`src/rtl/fnd_scan_counter_pkg.sv`:
```
// Shared constants for the FND scan counter: active-low 7-segment fonts and BCD limits.
package fnd_pkg;

    localparam logic [7:0] FND_BLANK = 8'hFF;
    localparam logic [3:0] BCD_MAX   = 4'd9;

    // Index 10 is the blank pattern; segment order {dp,g,f,e,d,c,b,a}, active-low.
    localparam logic [7:0] FND_FONT [0:10] = '{
        8'hC0, 8'hF9, 8'hA4, 8'hB0, 8'h99,
        8'h92, 8'h82, 8'hF8, 8'h80, 8'h90,
        FND_BLANK
    };

    function automatic logic [7:0] bcd_to_font(input logic [3:0] d);
        if (d > BCD_MAX) begin
            return FND_FONT[10];
        end
        return FND_FONT[d];
    endfunction

endpackage

```
`src/rtl/fnd_scan_counter_if.sv`:
```
// Control and display bundle between the board-side logic and the FND scan counter.
interface fnd_scan_counter_if #(
    parameter int DIGITS = 4
);
    logic                  i_run;
    logic                  i_down;
    logic                  i_clear;
    logic                  i_blank_lz;
    logic [DIGITS-1:0]     o_digit;
    logic [7:0]            o_font;
    logic [4*DIGITS-1:0]   o_value;
    logic                  o_tick;

    modport master (
        output i_run, i_down, i_clear, i_blank_lz,
        input  o_digit, o_font, o_value, o_tick
    );

    modport slave (
        input  i_run, i_down, i_clear, i_blank_lz,
        output o_digit, o_font, o_value, o_tick
    );

endinterface

```
`src/rtl/fnd_scan_counter_bcd_digit.sv`:
```
// One cascadable BCD digit: steps up/down when enabled, emits carry (up) or borrow (down).
module bcd_digit
    import fnd_pkg::*;
(
    input  logic       clk_i,
    input  logic       rst_ni,
    input  logic       en_i,
    input  logic       down_i,
    input  logic       clr_i,
    output logic [3:0] q_o,
    output logic       co_o
);

    logic [3:0] q_q, q_d;

    always_comb begin
        q_d = q_q;
        if (clr_i) begin
            q_d = 4'd0;
        end else if (en_i) begin
            if (down_i) begin
                q_d = (q_q == 4'd0) ? BCD_MAX : q_q - 4'd1;
            end else begin
                q_d = (q_q == BCD_MAX) ? 4'd0 : q_q + 4'd1;
            end
        end
    end

    always_ff @(posedge clk_i or negedge rst_ni) begin
        if (!rst_ni) begin
            q_q <= 4'd0;
        end else begin
            q_q <= q_d;
        end
    end

    assign q_o  = q_q;
    assign co_o = en_i & (down_i ? (q_q == 4'd0) : (q_q == BCD_MAX));

endmodule

```
`src/rtl/fnd_scan_counter.sv`:
```
// N-digit cascaded BCD up/down counter with time-multiplexed common-anode 7-segment drive.
module fnd_scan_counter
    import fnd_pkg::*;
#(
    parameter int CLK_HZ   = 100_000_000,
    parameter int SCAN_HZ  = 1_000,
    parameter int COUNT_HZ = 10,
    parameter int DIGITS   = 4,
    parameter int SATURATE = 0
) (
    input  logic                i_clk,
    input  logic                i_reset_n,
    fnd_scan_counter_if.slave   bus
);

    localparam int SCAN_DIV  = CLK_HZ / SCAN_HZ;
    localparam int COUNT_DIV = CLK_HZ / COUNT_HZ;
    localparam int SW        = (SCAN_DIV > 1) ? $clog2(SCAN_DIV) : 1;
    localparam int CW        = (COUNT_DIV > 1) ? $clog2(COUNT_DIV) : 1;
    localparam int IW        = (DIGITS > 1) ? $clog2(DIGITS) : 1;

    if (SCAN_DIV < 2) begin : g_bad_scan_div
        $error("SCAN_DIV = CLK_HZ/SCAN_HZ must be at least 2");
    end
    if (COUNT_DIV < 2) begin : g_bad_count_div
        $error("COUNT_DIV = CLK_HZ/COUNT_HZ must be at least 2");
    end
    if (DIGITS < 1 || DIGITS > 8) begin : g_bad_digits
        $error("DIGITS must be in 1..8");
    end

    logic [SW-1:0]          scan_cnt_q, scan_cnt_d;
    logic [CW-1:0]          count_cnt_q, count_cnt_d;
    logic [IW-1:0]          scan_idx_q, scan_idx_d;
    logic [DIGITS-1:0]      digit_q, digit_d;
    logic [7:0]             font_q, font_d;
    logic                   scan_tick, count_tick;
    logic [4*DIGITS-1:0]    value;
    logic [DIGITS:0]        en;
    logic                   carry_unused;
    logic                   at_max, at_min, at_limit, step;
    logic [DIGITS-1:0]      blank;
    logic                   zero_run;
    logic [3:0]             cur_bcd;
    logic                   cur_blank;

    // Free-running prescalers; each tick is the single cycle at DIV-1.
    assign scan_tick   = (scan_cnt_q == SW'(SCAN_DIV - 1));
    assign count_tick  = (count_cnt_q == CW'(COUNT_DIV - 1));
    assign scan_cnt_d  = scan_tick ? '0 : scan_cnt_q + SW'(1);
    assign count_cnt_d = count_tick ? '0 : count_cnt_q + CW'(1);

    always_ff @(posedge i_clk or negedge i_reset_n) begin
        if (!i_reset_n) begin
            scan_cnt_q  <= '0;
            count_cnt_q <= '0;
        end else begin
            scan_cnt_q  <= scan_cnt_d;
            count_cnt_q <= count_cnt_d;
        end
    end

    // Limit detect and leading-zero scan, walking from the most-significant digit down.
    always_comb begin
        at_max   = 1'b1;
        at_min   = 1'b1;
        zero_run = 1'b1;
        blank    = '0;
        for (int k = DIGITS - 1; k >= 0; k--) begin
            at_max   = at_max & (value[4*k +: 4] == BCD_MAX);
            at_min   = at_min & (value[4*k +: 4] == 4'd0);
            zero_run = zero_run & (value[4*k +: 4] == 4'd0);
            blank[k] = bus.i_blank_lz & zero_run & (k > 0);
        end
    end

    assign at_limit = (SATURATE != 0) && (bus.i_down ? at_min : at_max);
    assign step     = count_tick & bus.i_run & ~at_limit;
    assign en[0]    = step;

    for (genvar k = 0; k < DIGITS; k++) begin : g_digit
        bcd_digit u_digit (
            .clk_i  (i_clk),
            .rst_ni (i_reset_n),
            .en_i   (en[k]),
            .down_i (bus.i_down),
            .clr_i  (bus.i_clear),
            .q_o    (value[4*k +: 4]),
            .co_o   (en[k+1])
        );
    end

    // Wrap past the top digit is handled by the digits themselves.
    assign carry_unused = en[DIGITS];

    always_comb begin
        scan_idx_d = scan_idx_q;
        if (scan_tick) begin
            scan_idx_d = (scan_idx_q == IW'(DIGITS - 1)) ? '0 : scan_idx_q + IW'(1);
        end
    end

    always_comb begin
        digit_d   = '1;
        cur_bcd   = 4'd0;
        cur_blank = 1'b0;
        for (int k = 0; k < DIGITS; k++) begin
            if (scan_idx_q == IW'(k)) begin
                digit_d[k] = 1'b0;
                cur_bcd    = value[4*k +: 4];
                cur_blank  = blank[k];
            end
        end
        font_d = cur_blank ? FND_BLANK : bcd_to_font(cur_bcd);
    end

    // Digit enable and font are registered together so the pins never disagree.
    always_ff @(posedge i_clk or negedge i_reset_n) begin
        if (!i_reset_n) begin
            scan_idx_q <= '0;
            digit_q    <= ~DIGITS'(1);
            font_q     <= FND_FONT[0];
        end else begin
            scan_idx_q <= scan_idx_d;
            digit_q    <= digit_d;
            font_q     <= font_d;
        end
    end

    assign bus.o_value = value;
    assign bus.o_tick  = count_tick;
    assign bus.o_digit = digit_q;
    assign bus.o_font  = font_q;

endmodule

```
`src/flat_wrapper.sv`:
```
// flat-port wrapper written by rule: the top's interface ports become plain ports
module fnd_scan_counter_flat import fnd_pkg::*;
#(
    parameter int CLK_HZ   = 100_000_000,
    parameter int SCAN_HZ  = 1_000,
    parameter int COUNT_HZ = 10,
    parameter int DIGITS   = 4,
    parameter int SATURATE = 0
)
  (i_clk, i_reset_n, bus_i_run, bus_i_down, bus_i_clear, bus_i_blank_lz, bus_o_digit, bus_o_font, bus_o_value, bus_o_tick);
  fnd_scan_counter_if #(.DIGITS(DIGITS)) bus_i ();
  input  logic i_clk;
  input  logic i_reset_n;
  input wire logic [$bits(bus_i.i_run)-1:0] bus_i_run;
  input wire logic [$bits(bus_i.i_down)-1:0] bus_i_down;
  input wire logic [$bits(bus_i.i_clear)-1:0] bus_i_clear;
  input wire logic [$bits(bus_i.i_blank_lz)-1:0] bus_i_blank_lz;
  output wire logic [$bits(bus_i.o_digit)-1:0] bus_o_digit;
  output wire logic [$bits(bus_i.o_font)-1:0] bus_o_font;
  output wire logic [$bits(bus_i.o_value)-1:0] bus_o_value;
  output wire logic [$bits(bus_i.o_tick)-1:0] bus_o_tick;
  assign bus_i.i_run = bus_i_run;
  assign bus_i.i_down = bus_i_down;
  assign bus_i.i_clear = bus_i_clear;
  assign bus_i.i_blank_lz = bus_i_blank_lz;
  assign bus_o_digit = bus_i.o_digit;
  assign bus_o_font = bus_i.o_font;
  assign bus_o_value = bus_i.o_value;
  assign bus_o_tick = bus_i.o_tick;
  fnd_scan_counter #(.CLK_HZ(CLK_HZ), .SCAN_HZ(SCAN_HZ), .COUNT_HZ(COUNT_HZ), .DIGITS(DIGITS), .SATURATE(SATURATE)) u_core (.i_clk(i_clk), .i_reset_n(i_reset_n), .bus(bus_i));
endmodule
```
`config.mk`:
```
export PLATFORM = sky130hd
export DESIGN_NAME = fnd_scan_counter_flat
export DESIGN_NICKNAME = d
export VERILOG_FILES = /design/src/rtl/fnd_scan_counter_pkg.sv /design/src/rtl/fnd_scan_counter_if.sv /design/src/rtl/fnd_scan_counter_bcd_digit.sv /design/src/rtl/fnd_scan_counter.sv /design/src/flat_wrapper.sv
export SDC_FILE = /design/constraint.sdc
export NUM_CORES = 1
export LEC_CHECK = 0
export BUFFER_PORTS_ARGS = -buffer_cell sky130_fd_sc_hd__buf_4
export CAP_MARGIN = 40
export CORE_MARGIN = 1.5
export CORE_UTILIZATION = 35
export DETAILED_ROUTE_END_ITERATION = 10
export PLACE_DENSITY = 0.6
export SLEW_MARGIN = 20
export SYNTH_ARGS = -nofsm -noshare
export SYNTH_HDL_FRONTEND = slang
export SYNTH_SLANG_ARGS = --single-unit
```
`constraint.sdc`:
```
create_clock -name i_clk -period 3.59 [get_ports i_clk]
set_clock_uncertainty 0.2 [all_clocks]
set_input_delay 0.1795 -clock i_clk [delete_from_list [all_inputs] [get_ports i_clk]]
set_output_delay 0.1795 -clock i_clk [all_outputs]
set_load 0.1 [all_outputs]
```
==> impl_table.tex, run 1 <==
\begin{tabular}{lr}
\hline
Metric & Value \\
\hline
\multicolumn{2}{l}{\textbf{Floorplan}} \\
\quad Area of the placeable core & about 11000 µm² \\
\quad Chip Height & 111.5 µm \\
\quad Top Ports & 35 \\
\quad Cell Rows & 39 \\
\quad Die outline area & 12440 µm² \\
\quad Starting density of the core & 0.3594 \\
\quad Die boundary width & 111.5 µm \\
\multicolumn{2}{l}{\textbf{Power and ir drop}} \\
\quad Part of the total power dissipated in combinational logic & 0.031 \\
\quad Sequential share of power & 0.435 \\
\quad Total internal power & 1.432 mW \\
\quad Maximum vdd ir drop & 0.0002316 V \\
\quad Relative contribution of the clock network to total power & 0.533 \\
\quad Leak pwr & 2.099 nW \\
\quad Power per Cell Area & 373.7 nW/µm² \\
\quad Power dissipated by switching net loads & 380.8 µW \\
\quad PnR Total Power & 1.813 mW \\
\quad Sw Share & 0.2101 \\
\multicolumn{2}{l}{\textbf{GRT}} \\
\quad Remaining global-route overflow & 0 \\
\quad Vias in the first global route & between 3000 and 4000 \\
\quad Number of antenna violations at the first check in global routing & 0 \\
\quad Largest net degree at the start of global routing & between 50 and 60 \\
\quad Tot GR Track Use & 0.1556 \\
\quad Global-route wire length before repair & 16.03 mm \\
\multicolumn{2}{l}{\textbf{Logic synthesis}} \\
\quad Warnings from Yosys & 0 \\
\quad Share of the yosys chip area belonging to registers & 0.4262 \\
\quad Share of flip-flops with an asynchronous set or reset after synthesis & 1.000 \\
\quad Adder-Cell Fraction of Synth Area & 0.03339 \\
\quad Largest family of logic cells by synthesized area & simple AND/OR/NAND/NOR gates \\
\quad Mapped cell area & 4121 µm² \\
\quad Dominant register cell in the synthesized netlist & sky130\_fd\_sc\_hd\_\_dfrtp\_1 \\
\quad Simple-Gate Fraction of Synth Area & 0.2538 \\
\quad Number of distinct library cell variants in the gate-level netlist after synthesis & 64 \\
\quad Multiplexer share of the synthesized area & 0.02004 \\
\quad Flop and latch count out of synthesis & 70 \\
\quad Complex-gate fraction of the synthesized area & 0.1418 \\
\quad Post-synthesis share of cell area spent on xor and xnor gates & 0.08288 \\
\quad Syn Inst Count & between 400 and 500 \\
\quad Synth Area per Inst & 9.098 µm² \\
\quad Net count after synthesis & 470 \\
\quad Number of enable-type register cells in the synthesized netlist & 0 \\
\multicolumn{2}{l}{\textbf{Clock tree}} \\
\quad CTS-repair resized insts & 0 \\
\quad Clock tree sinks & 70 \\
\quad Clk slew on worst S/H paths & 60 ps \\
\quad Root Buffer Master & sky130\_fd\_sc\_hd\_\_clkbuf\_16 \\
\quad Insertion delay to the later sink of the worst-skew pair & 340 ps \\
\quad TritonCTS clock tree & built \\
\quad Clock Path Buffers & 2 \\
\quad H-tree depth & 3 \\
\quad Number of buffers added by the clock tree synthesis step & 9 \\
\multicolumn{2}{l}{\textbf{Worst setup path}} \\
\quad Startpoint of the most critical register-to-register path & u\_core.scan\_idx\_q[0] \\
\quad Arrival time worst endpoint & 2450 ps \\
\quad Largest fanout on the critical path & 11 \\
\quad Type of element launching the critical path & register \\
\quad Worst setup path class & register to primary output \\
\quad R2r worst-path depth & 9 \\
\quad Highest-delay cell along the critical path & sky130\_fd\_sc\_hd\_\_or4b\_4 \\
\quad Cell chain of the critical path & or4b\_4 > or4\_4 > nor2\_1 > buf\_4 > buf\_4 \\
\quad Most frequent CP cell & sky130\_fd\_sc\_hd\_\_buf\_4 \\
\quad Reg-to-reg endpoint & u\_core.bus.o\_font[1] \\
\quad Setup slack of the most critical reg-to-reg path & between 700 and 800 ps \\
\quad Required arrival time at the worst endpoint & 3210 ps \\
\quad Worst setup EP type & primary output \\
\quad Max stage delay on crit path & 560 ps \\
\multicolumn{2}{l}{\textbf{Cells and area}} \\
\quad Post-synthesis to final-layout area growth & 17.70\% \\
\quad Net count reported at finish & 496 \\
\quad Number of non-filler instances in the completed layout & 627 \\
\quad Share of final-layout standard cells stronger than drive strength 1 & 0.1529 \\
\quad Final core occ & 0.4230 \\
\quad Count of antenna diodes in the layout & 0 \\
\quad Fillers & $\sim$1100 \\
\multicolumn{2}{l}{\textbf{STA}} \\
\quad Headroom to the max-slew limit & 0.6478 \\
\quad Final number of setup-violating endpoints & 0 \\
\quad Fin. Hold Viols & 0 \\
\quad Minimum hold slack & 76.58 ps \\
\quad Max-slew violation total from the final report & 0 \\
\quad Clock period minus final worst setup slack & 2828 ps \\
\quad Share of the clock period used by the worst path & 0.7877 \\
\quad Setup repair after global routing missed its margin & no \\
\quad Transition time at the pin with the least slew margin & about 520 ps \\
\quad Maximum operating frequency & 0.3536 GHz \\
\quad Setup TNS & 0 ps \\
\multicolumn{2}{l}{\textbf{Drt}} \\
\quad Post-route ant nets & 0 \\
\quad DR DRC count & 0 \\
\quad Final wirelength & 9.072 mm \\
\quad First-pass iteration count of the detailed router & 4 \\
\quad Number of design-rule violations left by the first detailed-router iteration & 196 \\
\quad Via density per instance & 5.375 \\
\quad Routed vias & 3370 \\
\quad Mean routed wirelength per cell & 14.47 µm \\
\multicolumn{2}{l}{\textbf{Placement}} \\
\quad Number of placed instances with taps included & 607 \\
\quad Final GP Congestion & 0.8095 \\
\quad Number of buffer cells added on primary ports & 33 \\
\quad Hpwl dp & a little over 6 mm \\
\multicolumn{2}{l}{\textbf{Worst hold path}} \\
\quad Type of the most critical hold path & input pin to asynchronous set/reset pin \\
\multicolumn{2}{l}{\textbf{Status}} \\
\quad Run status & completed \\
\multicolumn{2}{l}{\textbf{Flow run}} \\
\quad Max-cap viol count & 0 \\
\hline
\end{tabular}
worst max-delay path by stage:
stage,start,endpoint,slack [ps]
floorplan,u_core.g_digit[0].u_digit.q_o[0],u_core.bus.o_font[1],570
global placement,u_core.scan_idx_q[0],u_core.bus.o_font[1],910
detailed placement,u_core.scan_idx_q[0],u_core.bus.o_font[1],820
CTS,u_core.count_cnt_q[8],bus_o_tick,740
global route,u_core.scan_idx_q[0],u_core.bus.o_font[1],560
finish,u_core.count_cnt_q[8],bus_o_tick,760
cell usage after synthesis (9+ instances only):
master | number | area share
sky130_fd_sc_hd__dfrtp_1 | 66 | 0.40
sky130_fd_sc_hd__nor2_1 | 50 | 0.046
sky130_fd_sc_hd__nand2_1 | 31 | 0.028
sky130_fd_sc_hd__o21ai_0 | 29 | 0.035
sky130_fd_sc_hd__nand3_1 | 24 | 0.029
sky130_fd_sc_hd__xnor2_1 | 24 | 0.051
sky130_fd_sc_hd__clkbuf_1 | 19 | 0.017
sky130_fd_sc_hd__inv_1 | 16 | 0.015
sky130_fd_sc_hd__xor2_1 | 15 | 0.032
sky130_fd_sc_hd__a21oi_1 | 14 | 0.017
sky130_fd_sc_hd__ha_1 | 11 | 0.033
sky130_fd_sc_hd__nand2b_1 | 11 | 0.017
sky130_fd_sc_hd__nor3_1 | 10 | 0.012
sky130_fd_sc_hd__nand4_1 | 9 | 0.014
final cells by class:
type | instances | area, µm² | share of cell area
Clock buffer | 10 | 239.0 | 0.04926
Clock inverter | 6 | 85.08 | 0.01754
Inverter | 16 | 60.06 | 0.01238
Multi-Input combinational cell | 341 | 2196 | 0.4527
Sequential cell | 70 | 1757 | 0.3621
Tap cell | 143 | 178.9 | 0.03688
Timing Repair Buffer | 41 | 335.3 | 0.06913
sequential cells by signal (all words and copies together), names as in the netlist:
signal / flops
u_core.scan_cnt_q: 17
u_core.scan_idx_q: 2
u_core.count_cnt_q: 24
u_core.bus.o_digit: 4
u_core.g_digit.u_digit.q_o: 16
u_core.bus.o_font: 7
per-stage QoR:
stage | setup WS [ps] | cell area [µm²]
floorplan | 573.6 | 4121
global placement | 908.3 | 4454
detailed placement | 822.9 | 4492
CTS | 740.1 | 4846
global route | 564.7 | 4851
finish | 762.0 | 4851
power by group through the flow:
stage / Combinational (mW) / Sequential (mW) / Clock (mW)
6_report: 0.0567 / 0.789 / 0.967
5_1_grt: 0.0643 / 0.789 / 1.03
4_1_cts: 0.0585 / 0.789 / 0.984
3_5_place_dp: 0.0557 / 0.803 / 0
3_3_place_gp: 0.0506 / 0.803 / 0
2_1_floorplan: 0.0281 / 0.804 / 0
worst max-delay path, delay by kind of cell (launching register included):
kind                   cells  cell delay (ps)
DFF                        1              430
and+or+nand+nor            3             1190
buffers and inverters      2              490
layer usage:
metal  vias up  GRT usage  part of all wire  routed length (µm)
met5         -          0                 0                   0
met3        20    0.03593             0.044                 395
met4         0    0.05232             0.020                 179
li1       1657          -                 -                   -
met2        66     0.2601              0.49                4420
met1      1627     0.1992              0.45                4076
cell usage in the layout (no fill, tap or decap), types with 5 or more instances in the layout:
master and n:
sky130_fd_sc_hd__and3_1 6, sky130_fd_sc_hd__dfrtp_1 66, sky130_fd_sc_hd__nor2_1 50, sky130_fd_sc_hd__nor3_1 10, sky130_fd_sc_hd__nand2_1 31, sky130_fd_sc_hd__ha_1 11, sky130_fd_sc_hd__xnor2_1 24, sky130_fd_sc_hd__mux2i_1 6
sky130_fd_sc_hd__a31oi_1 8, sky130_fd_sc_hd__o22ai_1 5, sky130_fd_sc_hd__nor2b_1 5, sky130_fd_sc_hd__nand3_1 24, sky130_fd_sc_hd__nand2b_1 11, sky130_fd_sc_hd__clkbuf_16 9, sky130_fd_sc_hd__a21oi_1 14, sky130_fd_sc_hd__nand4_1 9
sky130_fd_sc_hd__inv_1 16, sky130_fd_sc_hd__buf_4 35, sky130_fd_sc_hd__o21ai_0 29, sky130_fd_sc_hd__xor2_1 15
logic make-up (layout without fill, tap and decap cells):
kind of cell / Yosys count / in the layout
other: 1 / 1
AO/OA/AOI/OAI: 90 / 90
adder cells (fa/ha/maj): 11 / 11
buffers and inverters: 42 / 73
multiplexers: 8 / 8
AND/OR/NAND/NOR: 192 / 192
flip-flops: 70 / 70
XOR/XNOR: 39 / 39
timing repair:
item                      CTS  global route
hold buffers                3             0
buffers inserted            0             0
hold endpoints to repair   79             0
Note: power is estimated with default switching activity, not from simulation.
==> inputs of run 2 (changes only) <==
--- a/config.mk
+++ b/config.mk
@@ -10,7 +10,7 @@
 export CORE_MARGIN = 1.5
 export CORE_UTILIZATION = 35
 export DETAILED_ROUTE_END_ITERATION = 10
-export PLACE_DENSITY = 0.6
+export PLACE_DENSITY = 0.62
 export SLEW_MARGIN = 20
 export SYNTH_ARGS = -nofsm -noshare
 export SYNTH_HDL_FRONTEND = slang
==> constraint.sdc (replaced) <==
create_clock -name i_clk -period 2.4 [get_ports i_clk]
set_clock_uncertainty 0.2 [all_clocks]
set_input_delay 0.12 -clock i_clk [delete_from_list [all_inputs] [get_ports i_clk]]
set_output_delay 0.12 -clock i_clk [all_outputs]
set_load 0.1 [all_outputs]
==> run 2 against run 1 <==
The flow now finishes with violations (negative setup slack). Worst hold slack better by 33 ps. Final cell count is 8.6% higher. Core utilization increased by 5.4 points. Flip-flop and latch count unchanged. Via count is 7.0% higher. Setup slack got worse by 810 ps. Sequential power increased by 50%. Clock-buffer cell count rose by 1. Critical path depth shrank 1. Critical endpoint unchanged.
==> impl_table.tex, run 2 (synthesized netlist as in run 1, its figures left out) <==
\begin{tabular}{lr}
\hline
Metric & Value \\
\hline
\multicolumn{2}{l}{\textbf{Status}} \\
\quad Run status & finished, violations left (was completed) \\
\quad Violated checks & negative setup slack \\
\multicolumn{2}{l}{\textbf{STA}} \\
\quad Setup TNS & -72.66 ps (was 0 ps) \\
\quad Final number of setup-violating endpoints & 2 (was 0) \\
\quad Headroom to the max-slew limit & 0.6386 (was 0.6478) \\
\quad Worst Setup Slack, final & -49.87 ps (was 762.0 ps) \\
\quad Fin. Hold Viols & 0 (unchanged) \\
\quad Transition time at the pin with the least slew margin & 537.2 ps (was 523.5 ps) \\
\quad Share of the clock period used by the worst path & 1.021 \\
\quad Maximum operating frequency & 0.4082 GHz \\
\quad Max-slew violation total from the final report & 0 (unchanged) \\
\quad Setup repair after global routing missed its margin & yes (was no) \\
\quad Clock period minus final worst setup slack & 2450 ps \\
\multicolumn{2}{l}{\textbf{Drt}} \\
\quad Via density per instance & 5.295 (was 5.375) \\
\quad DR DRC count & 0 (unchanged) \\
\quad First-pass iteration count of the detailed router & 4 (unchanged) \\
\quad Final wirelength & 9.927 mm (was 9.072 mm) \\
\quad Mean routed wirelength per cell & 14.58 µm (was 14.47 µm) \\
\quad Routed vias & 3606 (was 3370) \\
\quad Number of design-rule violations left by the first detailed-router iteration & 251 (was 196) \\
\quad Post-route ant nets & 0 (unchanged) \\
\multicolumn{2}{l}{\textbf{Worst setup path}} \\
\quad Arrival time worst endpoint & 2130 ps (was 2450 ps) \\
\quad Worst setup EP type & primary output (unchanged) \\
\quad Highest-delay cell along the critical path & sky130\_fd\_sc\_hd\_\_or4b\_4 (unchanged) \\
\quad Worst setup path class & register to primary output (unchanged) \\
\quad Cell chain of the critical path & or4b\_4 > or4\_4 > nor2\_4 > buf\_12 (was or4b\_4 > or4\_4 > nor2\_1 > buf\_4 > buf\_4) \\
\quad Type of element launching the critical path & register (unchanged) \\
\quad Max stage delay on crit path & 530 ps (was 560 ps) \\
\quad Cell family contributing the most delay on the critical path & simple AND/OR/NAND/NOR gates (unchanged) \\
\quad Number of buffer and inverter stages on the critical path & 1 (was 2) \\
\quad Largest fanout on the critical path & 3 (was 11) \\
\quad Required arrival time at the worst endpoint & 2080 ps (was 3210 ps) \\
\multicolumn{2}{l}{\textbf{GRT}} \\
\quad Global-route wire length before repair & 16.73 mm (was 16.03 mm) \\
\quad Number of antenna violations at the first check in global routing & 0 (unchanged) \\
\quad Vias in the first global route & 3498 (was 3342) \\
\quad Remaining global-route overflow & 0 (unchanged) \\
\quad Largest net degree at the start of global routing & 41 (was 51) \\
\quad Tot GR Track Use & 0.1647 (was 0.1556) \\
\multicolumn{2}{l}{\textbf{Power and ir drop}} \\
\quad PnR Total Power & 2.759 mW (was 1.813 mW) \\
\quad Maximum vdd ir drop & 0.0003416 V (was 0.0002316 V) \\
\quad Leak pwr & 2.387 nW (was 2.099 nW) \\
\quad Power per Cell Area & 504.1 nW/µm² (was 373.7 nW/µm²) \\
\multicolumn{2}{l}{\textbf{Flow run}} \\
\quad Max-cap viol count & 0 (unchanged) \\
\multicolumn{2}{l}{\textbf{Floorplan}} \\
\quad Die boundary width & 111.5 µm (unchanged) \\
\quad Chip Height & 111.5 µm (unchanged) \\
\quad Starting density of the core & 0.3594 (unchanged) \\
\quad Top Ports & 35 (unchanged) \\
\quad Die outline area & 12440 µm² (unchanged) \\
\quad Cell Rows & 39 (unchanged) \\
\quad Area of the placeable core & 11470 µm² (unchanged) \\
\multicolumn{2}{l}{\textbf{Cells and area}} \\
\quad Register ranked first by flip-flop count & u\_core.count\_cnt\_q (unchanged) \\
\quad Count of antenna diodes in the layout & 0 (unchanged) \\
\quad Multi-input gate area in the final layout & 2369 µm² (was 2196 µm²) \\
\quad Fillers & 1087 (was 1122) \\
\quad Net count reported at finish & 550 (was 496) \\
\quad Final core occ & 0.4774 (was 0.4230) \\
\quad Share of final-layout standard cells stronger than drive strength 1 & 0.3104 (was 0.1529) \\
\quad FF+latch area & 1789 µm² (was 1757 µm²) \\
\quad Max FFs per register & 24 (unchanged) \\
\quad Number of non-filler instances in the completed layout & 681 (was 627) \\
\quad Most frequent cells in the layout & sky130\_fd\_sc\_hd\_\_buf\_4 (88), sky130\_fd\_sc\_hd\_\_dfrtp\_1 (50), sky130\_fd\_sc\_hd\_\_nor2\_1 (49) (was sky130\_fd\_sc\_hd\_\_dfrtp\_1 (66), sky130\_fd\_sc\_hd\_\_nor2\_1 (50), sky130\_fd\_sc\_hd\_\_buf\_4 (35)) \\
\quad Most frequent standard cell in the layout excluding fill and tap cells & sky130\_fd\_sc\_hd\_\_buf\_4 (was sky130\_fd\_sc\_hd\_\_dfrtp\_1) \\
\quad Post-synthesis to final-layout area growth & 32.82\% (was 17.70\%) \\
\multicolumn{2}{l}{\textbf{Placement}} \\
\quad Final GP Congestion & 0.8098 (was 0.8095) \\
\quad Hpwl dp & 6.608 mm (was 6.204 mm) \\
\quad Number of buffer cells added on primary ports & 33 (unchanged) \\
\quad Number of placed instances with taps included & 644 (was 607) \\
\multicolumn{2}{l}{\textbf{Worst hold path}} \\
\quad Type of the most critical hold path & input pin to asynchronous set/reset pin (unchanged) \\
\multicolumn{2}{l}{\textbf{Clock tree}} \\
\quad Clk slew on worst S/H paths & 60 ps (about the same) \\
\quad Clock Path Buffers & 2 (unchanged) \\
\quad Clock tree sinks & 70 (unchanged) \\
\quad TritonCTS clock tree & built (unchanged) \\
\quad H-tree depth & 3 (unchanged) \\
\quad Insertion delay to the later sink of the worst-skew pair & 330 ps (was 340 ps) \\
\quad Number of buffers added by the clock tree synthesis step & 9 (unchanged) \\
\quad Root Buffer Master & sky130\_fd\_sc\_hd\_\_clkbuf\_16 (unchanged) \\
\hline
\end{tabular}
## run 2: cell count changes in the layout (fill, tap and decap cells not counted), sizes merged
| cell | before | now |
|---|---|---|
| clkdlybuf4s18 | 1 | 0 |
| buf | 37 | 92 |
| clkinvlp | 2 | 1 |
| clkbuf | 10 | 11 |
## run 2: per-layer routing
| metal | track usage | routed length (µm) | part of all wire | vias to the layer above |
|---|---|---|---|---|
| li1 | - | - | - | 1760 |
| met1 | 0.2128 | 4539 | 0.46 | 1778 |
| met2 | 0.2757 | 4895 | 0.49 | 58 |
| met3 | 0.03756 | 364 | 0.037 | 10 |
| met4 | 0.05148 | 128 | 0.013 | 0 |
| met5 | 0 | 0 | 0 | - |
## run 2: path summary, 6_finish.rpt
check,from,end,slack [ps],cells past startpoint
min in group i_clk,bus_i_down,u_core.g_digit[0].u_digit.q_o[1],110,4
min,i_reset_n,u_core.bus.o_font[3],110,2
max in group asynchronous,i_reset_n,u_core.bus.o_digit[2],1210,3
max,u_core.count_cnt_q[7],bus_o_tick,-50,4
min reg2reg,u_core.scan_cnt_q[0],u_core.scan_cnt_q[0],260,1
max reg2reg,u_core.scan_idx_q[0],u_core.bus.o_font[1],-20,10
## run 2: timing repair
item	in CTS	in global routing
pin swaps	6	13
endpoints found under the setup margin	8	19
resized for setup	28	19
hold buffers	3	0
gates cloned	0	1
buffers inserted	10	7
endpoints found under the hold margin	49	0
## run 2: final cells by class
type	count	area share
Sequential cell	70	0.3269
Clock buffer	11	0.04617
Tap cell	143	0.03269
Multi-Input combinational cell	341	0.4327
Timing Repair Buffer	95	0.1349
Inverter	16	0.01189
Clock inverter	5	0.01486
## run 2: stage by stage
stage | setup WS [ps] | area (µm²) | hold slack, ps
finish | -49.87 | 5474 | 109.7
global route | -141.8 | 5474 | 126.3
CTS | -85.08 | 5330 | 103.8
detailed placement | -166.6 | 4775 | -57.18
global placement | -64.82 | 4775 | -54.42
floorplan | -99.92 | 4167 | -375.6
## run 2: power breakdown
group / switching [mW] / internal [mW] / total, mW / leakage (nW)
Combinational: 0.0591 / 0.0259 / 0.0849 / 1.32
Clock: 0.527 / 0.967 / 1.49 / 0.162
Sequential: 0.000000000000000131 / 1.18 / 1.18 / 0.907
Total: 0.586 / 2.17 / 2.76 / 2.39
## run 2: worst register-to-register path: stages (launching register included)
cell and delay (ps):
sky130_fd_sc_hd__dfrtp_2 460, sky130_fd_sc_hd__inv_4 70, sky130_fd_sc_hd__ha_4 170, sky130_fd_sc_hd__a211o_1 280
sky130_fd_sc_hd__a31oi_2 170, sky130_fd_sc_hd__or2_4 180, sky130_fd_sc_hd__ha_4 130, sky130_fd_sc_hd__or2_4 120
sky130_fd_sc_hd__o221ai_2 90, sky130_fd_sc_hd__a21boi_2 210, sky130_fd_sc_hd__a21bo_2 240
==> inputs of run 3 (changes only) <==
--- a/config.mk
+++ b/config.mk
@@ -11,6 +11,7 @@
 export CORE_UTILIZATION = 35
 export DETAILED_ROUTE_END_ITERATION = 10
 export PLACE_DENSITY = 0.62
+export SKIP_LAST_GASP = 1
 export SLEW_MARGIN = 20
 export SYNTH_ARGS = -nofsm -noshare
 export SYNTH_HDL_FRONTEND = slang
==> run 3 against run 2 <==
The run still ends with negative setup slack left. Final cell count unchanged. Worst hold slack about the same. Via count decreased by 0.25%. Flip-flop and latch count unchanged. Clock-buffer cell count unchanged. Register-to-register slack about the same. Highest routed layer unchanged.
==> impl_table.tex, run 3 (synthesized netlist as in run 1, its figures left out) <==
\begin{tabular}{lr}
\hline
Metric & Value \\
\hline
\multicolumn{2}{l}{\textbf{Power and ir drop}} \\
\quad Maximum vdd ir drop & 0.0003417 V (was 0.0003416 V) \\
\quad PnR Total Power & 2.758 mW (was 2.759 mW) \\
\quad Leak pwr & 2.382 nW (was 2.387 nW) \\
\quad Power per Cell Area & 505.3 nW/µm² (was 504.1 nW/µm²) \\
\multicolumn{2}{l}{\textbf{STA}} \\
\quad Final number of setup-violating endpoints & 2 (unchanged) \\
\quad Setup TNS & -75.52 ps (was -72.66 ps) \\
\quad Worst Setup Slack, final & -50.78 ps (was -49.87 ps) \\
\quad Fin. Hold Viols & 0 (unchanged) \\
\quad Clock period minus final worst setup slack & 2451 ps (was 2450 ps) \\
\quad Share of the clock period used by the worst path & 1.021 (about the same) \\
\quad Transition time at the pin with the least slew margin & 537.2 ps (unchanged) \\
\quad Max-slew violation total from the final report & 0 (unchanged) \\
\quad Maximum operating frequency & 0.4080 GHz (was 0.4082 GHz) \\
\quad Headroom to the max-slew limit & 0.6386 (unchanged) \\
\quad Setup repair after global routing missed its margin & yes (unchanged) \\
\quad Minimum hold slack & 109.3 ps (was 109.7 ps) \\
\multicolumn{2}{l}{\textbf{Worst setup path}} \\
\quad Reg-to-reg endpoint & u\_core.bus.o\_font[1] (unchanged) \\
\quad Required arrival time at the worst endpoint & 2080 ps (about the same) \\
\quad Type of element launching the critical path & register (unchanged) \\
\quad Setup slack of the most critical reg-to-reg path & -20 ps (about the same) \\
\quad Startpoint of the most critical register-to-register path & u\_core.scan\_idx\_q[0] (unchanged) \\
\quad Largest fanout on the critical path & 3 (unchanged) \\
\quad Worst setup path class & register to primary output (unchanged) \\
\quad R2r worst-path depth & 10 (unchanged) \\
\quad Worst setup EP type & primary output (unchanged) \\
\quad Arrival time worst endpoint & 2130 ps (about the same) \\
\multicolumn{2}{l}{\textbf{Placement}} \\
\quad Final GP Congestion & 0.8098 (unchanged) \\
\quad Number of placed instances with taps included & 644 (unchanged) \\
\quad Number of buffer cells added on primary ports & 33 (unchanged) \\
\quad Hpwl dp & 6.608 mm (unchanged) \\
\quad Post-Place Setup Slack & -166.6 ps (unchanged) \\
\quad Placed cell areas & 4775 µm² (unchanged) \\
\multicolumn{2}{l}{\textbf{Cells and area}} \\
\quad Net count reported at finish & 550 (unchanged) \\
\quad Number of non-filler instances in the completed layout & 681 (unchanged) \\
\quad Share of final-layout standard cells stronger than drive strength 1 & 0.3030 (was 0.3104) \\
\quad Count of antenna diodes in the layout & 0 (unchanged) \\
\quad Most frequent standard cell in the layout excluding fill and tap cells & sky130\_fd\_sc\_hd\_\_buf\_4 (unchanged) \\
\quad Register ranked first by flip-flop count & u\_core.count\_cnt\_q (unchanged) \\
\quad Total non-filler cell area in the finished layout & 5459 µm² (was 5474 µm²) \\
\quad Max FFs per register & 24 (unchanged) \\
\quad Most frequent cells in the layout & sky130\_fd\_sc\_hd\_\_buf\_4 (88), sky130\_fd\_sc\_hd\_\_dfrtp\_1 (50), sky130\_fd\_sc\_hd\_\_nor2\_1 (49) (unchanged) \\
\quad Fillers & 1087 (unchanged) \\
\quad Post-synthesis to final-layout area growth & 32.45\% (was 32.82\%) \\
\quad Final core occ & 0.4761 (was 0.4774) \\
\multicolumn{2}{l}{\textbf{Clock tree}} \\
\quad Clk slew on worst S/H paths & 60 ps (about the same) \\
\quad Clock tree sinks & 70 (unchanged) \\
\quad H-tree depth & 3 (unchanged) \\
\quad Number of buffers added by the clock tree synthesis step & 9 (unchanged) \\
\quad Root Buffer Master & sky130\_fd\_sc\_hd\_\_clkbuf\_16 (unchanged) \\
\quad Clock Path Buffers & 2 (unchanged) \\
\quad Insertion delay to the later sink of the worst-skew pair & 330 ps (about the same) \\
\quad TritonCTS clock tree & built (unchanged) \\
\multicolumn{2}{l}{\textbf{GRT}} \\
\quad Tot GR Track Use & 0.1647 (unchanged) \\
\quad Vias in the first global route & 3498 (unchanged) \\
\quad Largest net degree at the start of global routing & 41 (unchanged) \\
\quad Remaining global-route overflow & 0 (unchanged) \\
\quad Number of antenna violations at the first check in global routing & 0 (unchanged) \\
\quad Global-route wire length before repair & 16.73 mm (unchanged) \\
\multicolumn{2}{l}{\textbf{Drt}} \\
\quad Number of design-rule violations left by the first detailed-router iteration & 240 (was 251) \\
\quad Post-route ant nets & 0 (unchanged) \\
\quad Routed vias & 3597 (was 3606) \\
\quad Final wirelength & 9.899 mm (was 9.927 mm) \\
\quad First-pass iteration count of the detailed router & 4 (unchanged) \\
\quad Mean routed wirelength per cell & 14.54 µm (was 14.58 µm) \\
\quad DR DRC count & 0 (unchanged) \\
\quad Via density per instance & 5.282 (was 5.295) \\
\multicolumn{2}{l}{\textbf{Floorplan}} \\
\quad Die boundary width & 111.5 µm (unchanged) \\
\quad Starting density of the core & 0.3594 (unchanged) \\
\quad Chip Height & 111.5 µm (unchanged) \\
\quad Cell Rows & 39 (unchanged) \\
\quad Area of the placeable core & 11470 µm² (unchanged) \\
\quad Top Ports & 35 (unchanged) \\
\quad Die outline area & 12440 µm² (unchanged) \\
\multicolumn{2}{l}{\textbf{Status}} \\
\quad Run status & finished, violations left (unchanged) \\
\quad Violated checks & negative setup slack (unchanged) \\
\multicolumn{2}{l}{\textbf{Worst hold path}} \\
\quad Type of the most critical hold path & input pin to asynchronous set/reset pin (unchanged) \\
\multicolumn{2}{l}{\textbf{Flow run}} \\
\quad Max-cap viol count & 0 (unchanged) \\
\hline
\end{tabular}
run 3: cell counts in the layout (fill, tap and decap cells not counted):
Identical to the previous run, type by type.
run 3: metal layers:
metal / GRT usage / part of all wire / wire (µm) / up-vias
met2: 0.2757 / 0.49 / 4855 / 63
met4: 0.05148 / 0.013 / 128 / 0
met1: 0.2128 / 0.46 / 4532 / 1759
met5: 0 / 0 / 0 / -
met3: 0.03756 / 0.039 / 383 / 10
li1: - / - / - / 1765
run 3: area by class of cell:
| cell class | instances | area (µm²) | area share |
|---|---|---|---|
| Clock inverter | 5 | 81.33 | 0.01490 |
| Timing Repair Buffer | 95 | 738.2 | 0.1352 |
| Inverter | 16 | 65.06 | 0.01192 |
| Tap cell | 143 | 178.9 | 0.03278 |
| Sequential cell | 70 | 1789 | 0.3278 |
| Multi-Input combinational cell | 341 | 2354 | 0.4311 |
| Clock buffer | 11 | 252.7 | 0.04630 |
run 3: worst max-delay path by stage:
stage / startpoint / end / slack (ps) / depth (start not counted)
2_1_floorplan: u_core.g_digit[0].u_digit.q_o[0] / u_core.bus.o_font[1] / -100 / 10
3_3_place_gp: u_core.scan_idx_q[0] / u_core.bus.o_font[1] / -60 / 9
3_5_place_dp: u_core.scan_idx_q[0] / u_core.bus.o_font[1] / -170 / 9
4_1_cts: u_core.count_cnt_q[8] / bus_o_tick / -90 / 4
5_1_grt: u_core.scan_idx_q[0] / u_core.bus.o_font[1] / -140 / 10
6_report: u_core.count_cnt_q[8] / bus_o_tick / -50 / 4
run 3: worst max-delay path, stage by stage, from the launching register on:
cell and delay (ps):
sky130_fd_sc_hd__dfrtp_1 380, sky130_fd_sc_hd__or4b_4 550, sky130_fd_sc_hd__or4_4 530, sky130_fd_sc_hd__nor2_4 150
sky130_fd_sc_hd__buf_12 190
run 3: power by group:
part,leakage (nW),internal [mW],switching [mW]
Sequential,0.907,1.18,0.000000000000000133
Combinational,1.31,0.0259,0.0592
Clock,0.162,0.967,0.526
Total,2.38,2.17,0.585
run 3: timing repair:
action | CTS | global route
gates resized for setup | 28 | 15
buffers inserted | 10 | 7
endpoints found under the hold margin | 49 | 0
cloned | 0 | 1
pin swaps | 5 | 14
endpoints found under the setup margin | 8 | 19
hold buffers | 3 | 0
